`config.mk`:
```
export PLATFORM = sky130hd
export DESIGN_NAME = cache_nway_flat
export DESIGN_NICKNAME = d
export VERILOG_FILES = /design/src/rtl/cache_pkg.sv /design/src/rtl/cache_nway_if.sv /design/src/rtl/cache_lru.sv /design/src/rtl/cache_nway.sv /design/src/flat_wrapper.sv
export SDC_FILE = /design/constraint.sdc
export NUM_CORES = 1
export LEC_CHECK = 0
export ABC_AREA = 1
export CORE_ASPECT_RATIO = 0.7
export CORE_MARGIN = 8
export CORE_UTILIZATION = 58
export DETAILED_ROUTE_END_ITERATION = 10
export DONT_BUFFER_PORTS = 1
export GPL_ROUTABILITY_DRIVEN = 0
export PLACE_DENSITY = 0.73
export SLEW_MARGIN = 20
export SYNTH_ARGS = -nofsm -noshare
export SYNTH_HDL_FRONTEND = slang
export SYNTH_SLANG_ARGS = --single-unit
```
`constraint.sdc`:
```
create_clock -name clock -period 2.5 [get_ports clock]
set_input_delay 0.5 -clock clock [delete_from_list [all_inputs] [get_ports clock]]
set_output_delay 0.5 -clock clock [all_outputs]
set_load 0.02 [all_outputs]
```
`src/rtl/cache_pkg.sv`:
```
// Shared definitions for the N-way set-associative cache.
// Holds the FSM state codes, a log2 width helper and the default
// geometry used by the top module, its interface and the LRU block.
package cache_pkg;

  // FSM state codes; the numeric values are visible on the state port.
  typedef enum logic [2:0] {
    ST_IDLE       = 3'd0,
    ST_LOOKUP     = 3'd1,
    ST_WRITEBACK  = 3'd2,
    ST_FILL_REQ   = 3'd3,
    ST_FILL_WAIT  = 3'd4,
    ST_DONE       = 3'd5
  } state_e;

  // Bits needed to index n items; never returns less than 1.
  function automatic int log2w(input int n);
    int r;
    r = 1;
    for (int i = 1; i < 31; i++) begin
      if ((1 << i) < n) r = i + 1;
    end
    return r;
  endfunction

  localparam int DEF_WAYS   = 2;
  localparam int DEF_SETS   = 4;
  localparam int DEF_ADDR_W = 5;
  localparam int DEF_DATA_W = 8;
  localparam int DEF_WAY_W  = log2w(DEF_WAYS);
  localparam int DEF_IDX_W  = log2w(DEF_SETS);

endpackage

```
`src/rtl/cache_nway_if.sv`:
```
// Bus bundle for cache_nway: requester handshake, result outputs and the
// backing-RAM port.  slave = the cache side, master = requester plus RAM.
//   req/we/addr/wdata   request, sampled when req && ready at a clock edge
//   ready/done          idle indicator / one-cycle completion pulse
//   rdata/hit/way       result of the last request, held until next done
//   state               current FSM state code
//   mem_*               synchronous backing RAM, one-cycle read latency
interface cache_nway_if
  import cache_pkg::*;
#(
  parameter int ADDR_W = DEF_ADDR_W,
  parameter int DATA_W = DEF_DATA_W,
  parameter int WAY_W  = DEF_WAY_W
);
  logic              req;
  logic              we;
  logic [ADDR_W-1:0] addr;
  logic [DATA_W-1:0] wdata;
  logic              ready;
  logic              done;
  logic [DATA_W-1:0] rdata;
  logic              hit;
  logic [WAY_W-1:0]  way;
  logic [2:0]        state;
  logic [ADDR_W-1:0] mem_addr;
  logic [DATA_W-1:0] mem_wdata;
  logic              mem_we;
  logic [DATA_W-1:0] mem_rdata;

  modport slave (
    input  req, we, addr, wdata, mem_rdata,
    output ready, done, rdata, hit, way, state, mem_addr, mem_wdata, mem_we
  );

  modport master (
    output req, we, addr, wdata, mem_rdata,
    input  ready, done, rdata, hit, way, state, mem_addr, mem_wdata, mem_we
  );
endinterface

```
`src/rtl/cache_lru.sv`:
```
// Age-based LRU for one set (purely combinational).
//   valid    per-way valid bits of the set
//   age      per-way ages; always a permutation of 0..WAYS-1
//   acc_way  way being accessed
//   age_next ages after acc_way is touched
//   victim   lowest invalid way, else the way whose age is WAYS-1
module cache_lru
  import cache_pkg::*;
#(
  parameter int WAYS  = DEF_WAYS,
  parameter int WAY_W = log2w(WAYS)
) (
  input  logic [WAYS-1:0]             valid,
  input  logic [WAYS-1:0][WAY_W-1:0]  age,
  input  logic [WAY_W-1:0]            acc_way,
  output logic [WAYS-1:0][WAY_W-1:0]  age_next,
  output logic [WAY_W-1:0]            victim
);

  logic found;

  // NOTE: combinational outputs get a default before any branch so no
  // path leaves them unassigned, which would infer a latch.
  always_comb begin
    victim = '0;
    found  = 1'b0;
    for (int w = 0; w < WAYS; w++) begin
      if (!valid[w] && !found) begin
        victim = WAY_W'(w);
        found  = 1'b1;
      end
    end
    if (!found) begin
      for (int w = 0; w < WAYS; w++) begin
        if (age[w] == WAY_W'(WAYS - 1)) victim = WAY_W'(w);
      end
    end
  end

  // Only ways younger than the accessed one age, so the oldest value never
  // exceeds WAYS-1 and the ages stay a permutation.
  always_comb begin
    age_next = age;
    for (int w = 0; w < WAYS; w++) begin
      if (WAY_W'(w) == acc_way) begin
        age_next[w] = '0;
      end else if (age[w] < age[acc_way]) begin
        age_next[w] = age[w] + WAY_W'(1);
      end
    end
  end

endmodule

```
`src/rtl/cache_nway.sv`:
```
// N-way set-associative, write-back, write-allocate cache with LRU
// replacement in front of a synchronous backing RAM.
//   clock   rising-edge clock
//   resetn  asynchronous active-low reset; abandons any operation in flight
//   bus     cache_nway_if.slave (request, result and backing-RAM signals)
// Latency accept->done: hit 2, clean miss 4, dirty miss 5 cycles.
module cache_nway
  import cache_pkg::*;
#(
  parameter int WAYS   = DEF_WAYS,
  parameter int SETS   = DEF_SETS,
  parameter int ADDR_W = DEF_ADDR_W,
  parameter int DATA_W = DEF_DATA_W
) (
  input logic        clock,
  input logic        resetn,
  cache_nway_if.slave bus
);

  localparam int WAY_W = log2w(WAYS);
  localparam int IDX_W = log2w(SETS);
  localparam int TAG_W = ADDR_W - IDX_W;

  state_e state_q, state_d;

  // Request captured at accept.
  logic              req_we_q, req_we_d;
  logic [ADDR_W-1:0] req_addr_q, req_addr_d;
  logic [DATA_W-1:0] req_wdata_q, req_wdata_d;

  // Result of the access in flight, published on the DONE exit edge.
  logic              acc_hit_q, acc_hit_d;
  logic [WAY_W-1:0]  acc_way_q, acc_way_d;
  logic [DATA_W-1:0] acc_data_q, acc_data_d;

  // Registered outputs.
  logic              done_q, done_d;
  logic              hit_q, hit_d;
  logic [WAY_W-1:0]  way_q, way_d;
  logic [DATA_W-1:0] rdata_q, rdata_d;

  // Line storage, one entry per set.
  logic [WAYS-1:0]             valid_q [SETS];
  logic [WAYS-1:0]             valid_d [SETS];
  logic [WAYS-1:0]             dirty_q [SETS];
  logic [WAYS-1:0]             dirty_d [SETS];
  logic [WAYS-1:0][WAY_W-1:0]  age_q   [SETS];
  logic [WAYS-1:0][WAY_W-1:0]  age_d   [SETS];
  logic [WAYS-1:0][TAG_W-1:0]  tag_q   [SETS];
  logic [WAYS-1:0][TAG_W-1:0]  tag_d   [SETS];
  logic [WAYS-1:0][DATA_W-1:0] data_q  [SETS];
  logic [WAYS-1:0][DATA_W-1:0] data_d  [SETS];

  logic [IDX_W-1:0] idx;
  logic [TAG_W-1:0] tag;
  logic             lk_hit;
  logic [WAY_W-1:0] lk_way;
  logic [WAY_W-1:0] victim;
  logic [WAYS-1:0][WAY_W-1:0] age_nx;
  logic [DATA_W-1:0] fill_data;

  assign idx = req_addr_q[IDX_W-1:0];
  assign tag = req_addr_q[ADDR_W-1:IDX_W];

  always_comb begin
    lk_hit = 1'b0;
    lk_way = '0;
    for (int w = 0; w < WAYS; w++) begin
      if (valid_q[idx][w] && tag_q[idx][w] == tag) begin
        lk_hit = 1'b1;
        lk_way = WAY_W'(w);
      end
    end
  end

  cache_lru #(.WAYS(WAYS), .WAY_W(WAY_W)) u_lru (
    .valid    (valid_q[idx]),
    .age      (age_q[idx]),
    .acc_way  (acc_way_q),
    .age_next (age_nx),
    .victim   (victim)
  );

  // A write miss lays its word over whatever the RAM returned.
  assign fill_data = req_we_q ? req_wdata_q : bus.mem_rdata;

  always_comb begin
    state_d     = state_q;
    req_we_d    = req_we_q;
    req_addr_d  = req_addr_q;
    req_wdata_d = req_wdata_q;
    acc_hit_d   = acc_hit_q;
    acc_way_d   = acc_way_q;
    acc_data_d  = acc_data_q;
    done_d      = 1'b0;
    hit_d       = hit_q;
    way_d       = way_q;
    rdata_d     = rdata_q;
    valid_d     = valid_q;
    dirty_d     = dirty_q;
    age_d       = age_q;
    tag_d       = tag_q;
    data_d      = data_q;

    case (state_q)
      ST_IDLE: begin
        if (bus.req) begin
          req_we_d    = bus.we;
          req_addr_d  = bus.addr;
          req_wdata_d = bus.wdata;
          state_d     = ST_LOOKUP;
        end
      end
      ST_LOOKUP: begin
        acc_hit_d = lk_hit;
        if (lk_hit) begin
          acc_way_d = lk_way;
          if (req_we_q) begin
            data_d[idx][lk_way]  = req_wdata_q;
            dirty_d[idx][lk_way] = 1'b1;
            acc_data_d           = req_wdata_q;
          end else begin
            acc_data_d = data_q[idx][lk_way];
          end
          state_d = ST_DONE;
        end else begin
          acc_way_d = victim;
          if (valid_q[idx][victim] && dirty_q[idx][victim]) state_d = ST_WRITEBACK;
          else                                                state_d = ST_FILL_REQ;
        end
      end
      ST_WRITEBACK: state_d = ST_FILL_REQ;
      ST_FILL_REQ:  state_d = ST_FILL_WAIT;
      ST_FILL_WAIT: begin
        valid_d[idx][acc_way_q] = 1'b1;
        dirty_d[idx][acc_way_q] = req_we_q;
        tag_d[idx][acc_way_q]   = tag;
        data_d[idx][acc_way_q]  = fill_data;
        acc_data_d              = fill_data;
        state_d                 = ST_DONE;
      end
      ST_DONE: begin
        done_d     = 1'b1;
        hit_d      = acc_hit_q;
        way_d      = acc_way_q;
        rdata_d    = acc_data_q;
        age_d[idx] = age_nx;
        state_d    = ST_IDLE;
      end
      default: state_d = ST_IDLE;
    endcase
  end

  // RAM controls decode straight from the state so mem_we is high for
  // exactly the one WRITEBACK cycle.
  always_comb begin
    bus.mem_we    = 1'b0;
    bus.mem_addr  = '0;
    bus.mem_wdata = '0;
    case (state_q)
      ST_WRITEBACK: begin
        bus.mem_we    = 1'b1;
        bus.mem_addr  = {tag_q[idx][acc_way_q], idx};
        bus.mem_wdata = data_q[idx][acc_way_q];
      end
      ST_FILL_REQ: bus.mem_addr = req_addr_q;
      default: ;
    endcase
  end

  // NOTE: state is updated with non-blocking assignments so every flop
  // samples its _d value from before the edge, independent of block order.
  always_ff @(posedge clock or negedge resetn) begin
    if (!resetn) begin
      state_q     <= ST_IDLE;
      req_we_q    <= 1'b0;
      req_addr_q  <= '0;
      req_wdata_q <= '0;
      acc_hit_q   <= 1'b0;
      acc_way_q   <= '0;
      acc_data_q  <= '0;
      done_q      <= 1'b0;
      hit_q       <= 1'b0;
      way_q       <= '0;
      rdata_q     <= '0;
      for (int s = 0; s < SETS; s++) begin
        valid_q[s] <= '0;
        dirty_q[s] <= '0;
        for (int w = 0; w < WAYS; w++) age_q[s][w] <= WAY_W'(w);
      end
    end else begin
      state_q     <= state_d;
      req_we_q    <= req_we_d;
      req_addr_q  <= req_addr_d;
      req_wdata_q <= req_wdata_d;
      acc_hit_q   <= acc_hit_d;
      acc_way_q   <= acc_way_d;
      acc_data_q  <= acc_data_d;
      done_q      <= done_d;
      hit_q       <= hit_d;
      way_q       <= way_d;
      rdata_q     <= rdata_d;
      valid_q     <= valid_d;
      dirty_q     <= dirty_d;
      age_q       <= age_d;
    end
  end

  // NOTE: tag and data arrays carry no reset; a cleared valid bit already
  // makes their contents irrelevant, and leaving them unreset lets them map
  // onto plain storage.
  always_ff @(posedge clock) begin
    tag_q  <= tag_d;
    data_q <= data_d;
  end

  assign bus.ready = (state_q == ST_IDLE);
  assign bus.done  = done_q;
  assign bus.hit   = hit_q;
  assign bus.way   = way_q;
  assign bus.rdata = rdata_q;
  assign bus.state = state_q;

endmodule

```
`src/flat_wrapper.sv`:
```
// flat-port wrapper written by rule: the top's interface ports become plain ports
module cache_nway_flat import cache_pkg::*;
#(
  parameter int WAYS   = DEF_WAYS,
  parameter int SETS   = DEF_SETS,
  parameter int ADDR_W = DEF_ADDR_W,
  parameter int DATA_W = DEF_DATA_W
)
  (clock, resetn, bus_req, bus_we, bus_addr, bus_wdata, bus_mem_rdata, bus_ready, bus_done, bus_rdata, bus_hit, bus_way, bus_state, bus_mem_addr, bus_mem_wdata, bus_mem_we);
  cache_nway_if #(.ADDR_W(ADDR_W), .DATA_W(DATA_W)) bus_i ();
  input logic clock;
  input logic resetn;
  input wire logic [$bits(bus_i.req)-1:0] bus_req;
  input wire logic [$bits(bus_i.we)-1:0] bus_we;
  input wire logic [$bits(bus_i.addr)-1:0] bus_addr;
  input wire logic [$bits(bus_i.wdata)-1:0] bus_wdata;
  input wire logic [$bits(bus_i.mem_rdata)-1:0] bus_mem_rdata;
  output wire logic [$bits(bus_i.ready)-1:0] bus_ready;
  output wire logic [$bits(bus_i.done)-1:0] bus_done;
  output wire logic [$bits(bus_i.rdata)-1:0] bus_rdata;
  output wire logic [$bits(bus_i.hit)-1:0] bus_hit;
  output wire logic [$bits(bus_i.way)-1:0] bus_way;
  output wire logic [$bits(bus_i.state)-1:0] bus_state;
  output wire logic [$bits(bus_i.mem_addr)-1:0] bus_mem_addr;
  output wire logic [$bits(bus_i.mem_wdata)-1:0] bus_mem_wdata;
  output wire logic [$bits(bus_i.mem_we)-1:0] bus_mem_we;
  assign bus_i.req = bus_req;
  assign bus_i.we = bus_we;
  assign bus_i.addr = bus_addr;
  assign bus_i.wdata = bus_wdata;
  assign bus_i.mem_rdata = bus_mem_rdata;
  assign bus_ready = bus_i.ready;
  assign bus_done = bus_i.done;
  assign bus_rdata = bus_i.rdata;
  assign bus_hit = bus_i.hit;
  assign bus_way = bus_i.way;
  assign bus_state = bus_i.state;
  assign bus_mem_addr = bus_i.mem_addr;
  assign bus_mem_wdata = bus_i.mem_wdata;
  assign bus_mem_we = bus_i.mem_we;
  cache_nway #(.WAYS(WAYS), .SETS(SETS), .ADDR_W(ADDR_W), .DATA_W(DATA_W)) u_core (.clock(clock), .resetn(resetn), .bus(bus_i));
endmodule
```
; After elaboration in Yosys (flattened, before gate mapping)
; Index checks and enable logic that the tools add are counted.
; W data, S select, Z words.
[totals]
regBits = 150
latch_bits = 0
ramBits = 0
mem_bits_ro = 0
input_bits = 25
out_inout_bits = 29
wordCells = 166
n_memories = 0
[op_classes]
add_sub_neg = 2
n_mul = 0
div = 0
order_cmp = 9
eq_ne = 10
shifts = 0
mux = 86
bitwise_logic = 3
n_reduce_logical = 13
[op_table]
columns = op, count
row1 = $bwmux W64, 2
row2 = $mux W64, 2
row3 = $pmux W64 S2, 1
row4 = $mux W8, 12
row5 = $demux W16 S2, 2
row6 = $mux W16, 4
row7 = $bmux W16 S2, 1
row8 = $pmux W8 S2, 2
row9 = $mux W1, 25
row10 = $bwmux W24, 1
row11 = $mux W2, 9
row12 = $mux W6, 3
row13 = $bwmux W8, 2
row14 = $demux W8 S1, 2
row15 = $or A8 B8 Y8, 2
row16 = $mux W3, 5
row17 = $pmux W3 S5, 1
row18 = $bmux W2 S2, 3
row19 = $bmux W6 S2, 1
row20 = $demux W2 S2, 3
row21 = $demux W6 S2, 1
row22 = $pmux W5 S2, 1
row23 = $logic_and A1 B1 Y1, 7
row24 = $eq A3 B2 Y1 const B, 2
row25 = other kinds (19), 29

; Depth between registers and ports, before layout
[logic_depth]
word_depth = 17
mapped_depth = 17
depth_no_buf = 15

; Hierarchy
; Synthesis repeated with hierarchy kept, for this count alone.
[hier_totals]
hier_cells = 860
area_unflattened_um2 = 7558.5
[modules_own_cells]
columns = mod, n_inst, cells_each, area_per_inst_um2, seq_area_each_um2
row1 = cache_nway, 1, 853, 7527.2, 4199.0
row2 = cache_lru, 1, 7, 31.3, 0.0

; Least setup slack after synthesis
; No wires, ideal clock.
[synth_path]
kind = register -> register
start = register u_core.state_q[0], in the netlist u_core.bus.state[0]
end = register u_core.data_q[56] (netlist name) (enable)
setup_ps = 375
t_arrival_ps = 2075
required_ps = 2125
setup_slack_ps = 49
stages_incl_launch_ff = 8
path_buffers = 2
synth_period_minus_slack_ps = 2451
path_cell_list = dfrtp_1 nor2_1 inv_1 nor2_1 clkinv_1 clkbuf_1 buf_1 a21oi_1
[synth_via]
elab_chain_cells = 3
elab_cells_between_ends = 6
classes_between = eq/ne: 4 / reduce/logical: 2
[synth_rtl]
columns = item, line
row1 = from (decl), cache_nway.sv:24  ; state_e state_q, state_d;
row2 = from (signal assigned), cache_nway.sv:192  ; state_q <= state_d;
row3 = $eq A3 B1 Y1 or $eq A3 B3 Y1 (tied branches), cache_nway.sv:105  ; case (state_q)
row4 = $ne A2 B1 Y1 (no source line) or $reduce_bool A2 Y1 (tied branches), -
row5 = $reduce_and A3 Y1 (no source line) (*), -
row6 = to (signal assigned), cache_nway.sv:214  ; data_q <= data_d;
row7 = to (decl), cache_nway.sv:51  ; logic [WAYS-1:0][DATA_W-1:0] data_q [SETS];
; Mark *: on every way between the ends. The rest lies on a longest branch, timed or not.
; A chain may end at the register's enable or synchronous reset.

; Worst setup path in the final report
[layout_path]
start = register u_core.req_addr_q[1]
end = output port bus_mem_wdata[6]
[layout_via]
elab_chain_cells = 7
[layout_rtl]
columns = item, line
row1 = from (decl), cache_nway.sv:28  ; logic [ADDR_W-1:0] req_addr_q, req_addr_d;
row2 = from (signal assigned), cache_nway.sv:194  ; req_addr_q <= req_addr_d;
row3 = $not A2 Y3 (not written as such), cache_nway.sv:164  ; bus.mem_wdata = data_q[idx][acc_way_q];
row4 = $bmux W16 S2, cache_nway.sv:164
row5 = $mux W16 (not written as such) (2 in a row), cache_nway.sv:164
row6 = $mux W8 (not written as such) (2 in a row), cache_nway.sv:164
row7 = $mux W8, cache_nway.sv:160  ; case (state_q)
row8 = to (decl), flat_wrapper.sv:25  ; output wire logic [$bits(bus_i.mem_wdata)-1:0] bus_mem_wdata;
; Every way passes these cells. The select of a mux whose other input is x is not followed.

==> reports/qor.tcl <==
set qor(status) {finished, violations left}
set qor(violations) {setup timing}
set qor(post_synth_instance_area_mm2) 0.007522
set qor(placement.setup.worst_slack_ns) 0.01319
set qor(drt-initial-drc-count) 1131
set qor(timing.fmax_mhz) 383.2
set qor(ys_seq_area_share_pct) 55.82
set qor(worst_ir_drop_vdd_v) 0.0007327
set qor(crit_chain) {buf_6 > nor2_4 > buf_6 > buf_8 > nand2_4 > o2111a_1 > nand2_1 > nand2_2 > a21oi_2 > buf_6}
set qor(die_h_um) 111.3
set qor(synth_top_cells_by_area) {edfxtp_1, dfrtp_1, nand2_1}
set qor(post-route-cell-area_mm2) 0.009209
set qor(power.density_mw_per_mm2) 1356
set qor(cts.clk_slew.worst_paths_ns) 0.07
set qor(flow.area_growth_from_synthesis_pct) 22.42
set qor(layout_worst_path_cycle_share_pct) 104.4
set qor(cp_common_cell) {buf_6}
set qor(synth.distinct_cells) 36
set qor(min-delay-path-class) {in2reg}
set qor(tightestPinTransition_ns) 0.7869
set qor(setup.worst_path.end_class) {output port}
set qor(overflow) 0
set qor(power_leakage_uw) 0.003870
set qor(critPathKind) {reg2out}
set qor(tns_ns) -0.5064
set qor(timing.critical_path.fanout_max) 6
set qor(num_antenna_cells) 0
set qor(final-max-slew-violation-count) 0
set qor(max_stage_delay_ns) 0.47
set qor(final.setup_skew_ns) 0.01212
set qor(final_period_minus_worst_setup_slack_ns) 2.610
set qor(core_region_area_mm2) 0.01255
set qor(edff_count_synth) 88
set qor(dr_total_vias) 7106
set qor(finalSetupViolCount) 14
set qor(clock_tree.htree_level_count) 4
set qor(rsz0062_at_grt) {yes}
set qor(netlist.area_leader.share_pct) 35.13
set qor(ios) 54
set qor(numClockSinks) 150
set qor(cts_tree) {done}
set qor(drt_pass1_iterations) 6
set qor(dp_hpwl_mm) 16.43
set qor(drcViolationCount) 0
set qor(post_route_cells_drive_above_1_share_pct) 20.97
set qor(die_area_mm2) 0.01693
set qor(clock_latency_on_the_worst_skew_pair_ns) 0.42
set qor(antenna_found_initial) 0
set qor(post_drt_via_cell_ratio) 6.425
set qor(slew-limit-headroom_pct) 47.42
set qor(synth-warning-count) 0
set qor(totalWireLength_mm) 23.88
set qor(drt.antenna.violating_nets) 0
set qor(synthesis.instances) 860
set qor(critPathBufInv) 4
set qor(synth_ff_type) {edfxtp_1}
set qor(placement_rows) 34
set qor(vias_in_the_first_global_route) 6552
set qor(timing.final.ws_setup_ns) -0.1098
set qor(post_dp_cell_area_mm2) 0.008122
set qor(wire_length_of_the_first_global_routing_pass_mm) 36.44
set qor(finish.net_count) 956
set qor(max_cap_viol_count) 0
set qor(wl_per_cell_um) 21.59
set qor(grt.total_usage_pct) 27.39
set qor(critical-path-slowest-cell) {dfrtp_2}
set qor(syn_nets) 885
set qor(initial_utilization_pct) 59.94
set qor(cpLargestDelayFamily) {buffers and inverters}
set qor(postSynthRegisterBits) 150
set qor(fin_hold_ws_ns) 0.2221
set qor(cts_inserted_buffers) 17
set qor(clk_path_buf_depth) 2
set qor(die_w_um) 152.1
set qor(synthArstFlopShare_pct) 41.33
set qor(cts_root_buffer) {clkbuf_16}
set qor(timing_hold_violations_final) 0
set qor(post_synth.cell_area_avg_um2) 8.747
set qor(crit_required_ns) 2.00
set qor(crit_arrival_ns) 2.11
set qor(start_kind) {flip-flop}
set qor(yosys.area.top_type) {edfxtp_1}
set qor(grt_start_max_net_pins) 63
set qor(place.port_buffers) 0
==> worst reg2reg max path, delay by kind of cell (launching register included) <==
family | cells | cell delay (ns)
AOI/OAI and AO/OA | 1 | 0.14
and+or+nand+nor | 12 | 1.10
DFF | 1 | 0.49
buffers and inverters | 3 | 0.49
==> final cells by class <==
type | instances | area (um2)
Multi-Input combinational cell | 603 | 3104
Clock inverter | 13 | 193.9
Timing Repair inverter | 1 | 7.507
Inverter | 73 | 287.8
Tap cell | 162 | 202.7
Sequential cell | 150 | 4202
Clock buffer | 19 | 432.9
Timing Repair Buffer | 85 | 778.2
Fill cell | 884 | 3341
==> layer usage <==
layer	routed length, um	GRT usage [%]
met5	0	0
met4	660	9.091
met3	3334	8.294
met2	10460	40.28
met1	9426	37.86
==> report_power, final <==
part	leakage [uW]	switching [uW]	internal (uW)
sequential	0.00148	489	3230
clock	0.000291	1060	1690
combinational	0.00210	3980	2040
total	0.00387	5530	6960
==> what timing repair did <==
item / 4_1_cts / 5_1_grt
pin swaps: 8 / 9
hold buffers: 2 / 0
hold endpoints to repair: 62 / 0
gates cloned: 2 / 1
setup endpoints to repair: 18 / 85
resized for setup: 45 / 32
buffers inserted: 7 / 4
==> worst paths after layout <==
path / startpoint / to / slack, ns / cells after the start
worst min-delay path: bus_wdata[2] / u_core.req_wdata_q[2]$_DFFE_PN0P_ / 0.22 / 1
worst min register to register: u_core.valid_q[4]$_DFFE_PN0P_ / u_core.valid_q[4]$_DFFE_PN0P_ / 0.46 / 2
min in group asynchronous: resetn / u_core.valid_q[7]$_DFFE_PN0P_ / 0.63 / 2
worst max register to register: u_core.req_addr_q[0]$_DFFE_PN0P_ / u_core.data_q[63]$_DFFE_PP_ / 0 / 16
worst max-delay path: u_core.req_addr_q[1]$_DFFE_PN0P_ / bus_mem_wdata[6] / -0.11 / 10
max in group asynchronous: resetn / u_core.age_q[5]$_DFFE_PN1P_ / 1.53 / 2
==> cell usage in the layout (no fill, tap or decap), drive strengths merged <==
cell	Yosys	final
clkbuf	21	19
a31oi	14	14
dfstp	4	4
o21ai	41	41
nand2	268	269
bufinv	0	4
clkinvlp	0	6
a22oi	1	1
nand4	1	1
a221oi	2	2
nor3	8	8
mux2	8	8
inv	62	65
a21oi	32	32
o21a	1	1
buf	14	84
dlygate4sd3	0	1
o22ai	71	71
dfrtp	58	58
nor2	98	98
nand3	40	40
o2111a	6	6
nand3b	8	8
a22o	1	1
clkinv	11	12
edfxtp	88	88
or2	2	2
==> through the flow <==
| step | power [uW] | cells | util [%] |
|---|---|---|---|
| final | 12490 | 1106 | 73.38 |
| after global routing | 13020 | 1106 | 73.38 |
| after CTS | 11980 | 1101 | 72.09 |
| after detailed placement | 8809 | 1059 | 64.72 |
| after global placement | 8657 | 1059 | 64.72 |
| after floorplan | 6943 | 860 | - |
==> cell usage after synthesis, types with 11 or more instances <==
master and instances:
clkinv_1 11, nand3_1 40, nand2_1 261, o22ai_1 71, o21ai_0 32, dfrtp_1 58, a21oi_1 27, nor2_1 95
a31oi_1 14, clkbuf_1 21, inv_1 50, edfxtp_1 88, inv_2 12
==> logic make-up after synthesis <==
family / after synthesis / share of synthesized area [%]
AO/OA/AOI/OAI: 169 / 13.62
buffers and inverters: 108 / 5.888
flip-flops: 150 / 55.82
multiplexers: 8 / 1.198
AND/OR/NAND/NOR: 425 / 23.47
==> registers in the layout, summed over array words and instances, names as in the netlist <==
| register | cells |
|---|---|
| u_core.req_wdata_q | 8 |
| u_core.bus.rdata | 8 |
| u_core.valid_q | 8 |
| u_core.acc_way_q | 1 |
| u_core.acc_data_q | 8 |
| u_core.bus.done | 1 |
| u_core.bus.state | 3 |
| u_core.req_we_q | 1 |
| u_core.tag_q | 24 |
| u_core.data_q | 64 |
| u_core.req_addr_q | 5 |
| u_core.dirty_q | 8 |
| u_core.bus.way | 1 |
| u_core.age_q | 8 |
| u_core.acc_hit_q | 1 |
| u_core.bus.hit | 1 |
Note: power is estimated with default switching activity, not from simulation.
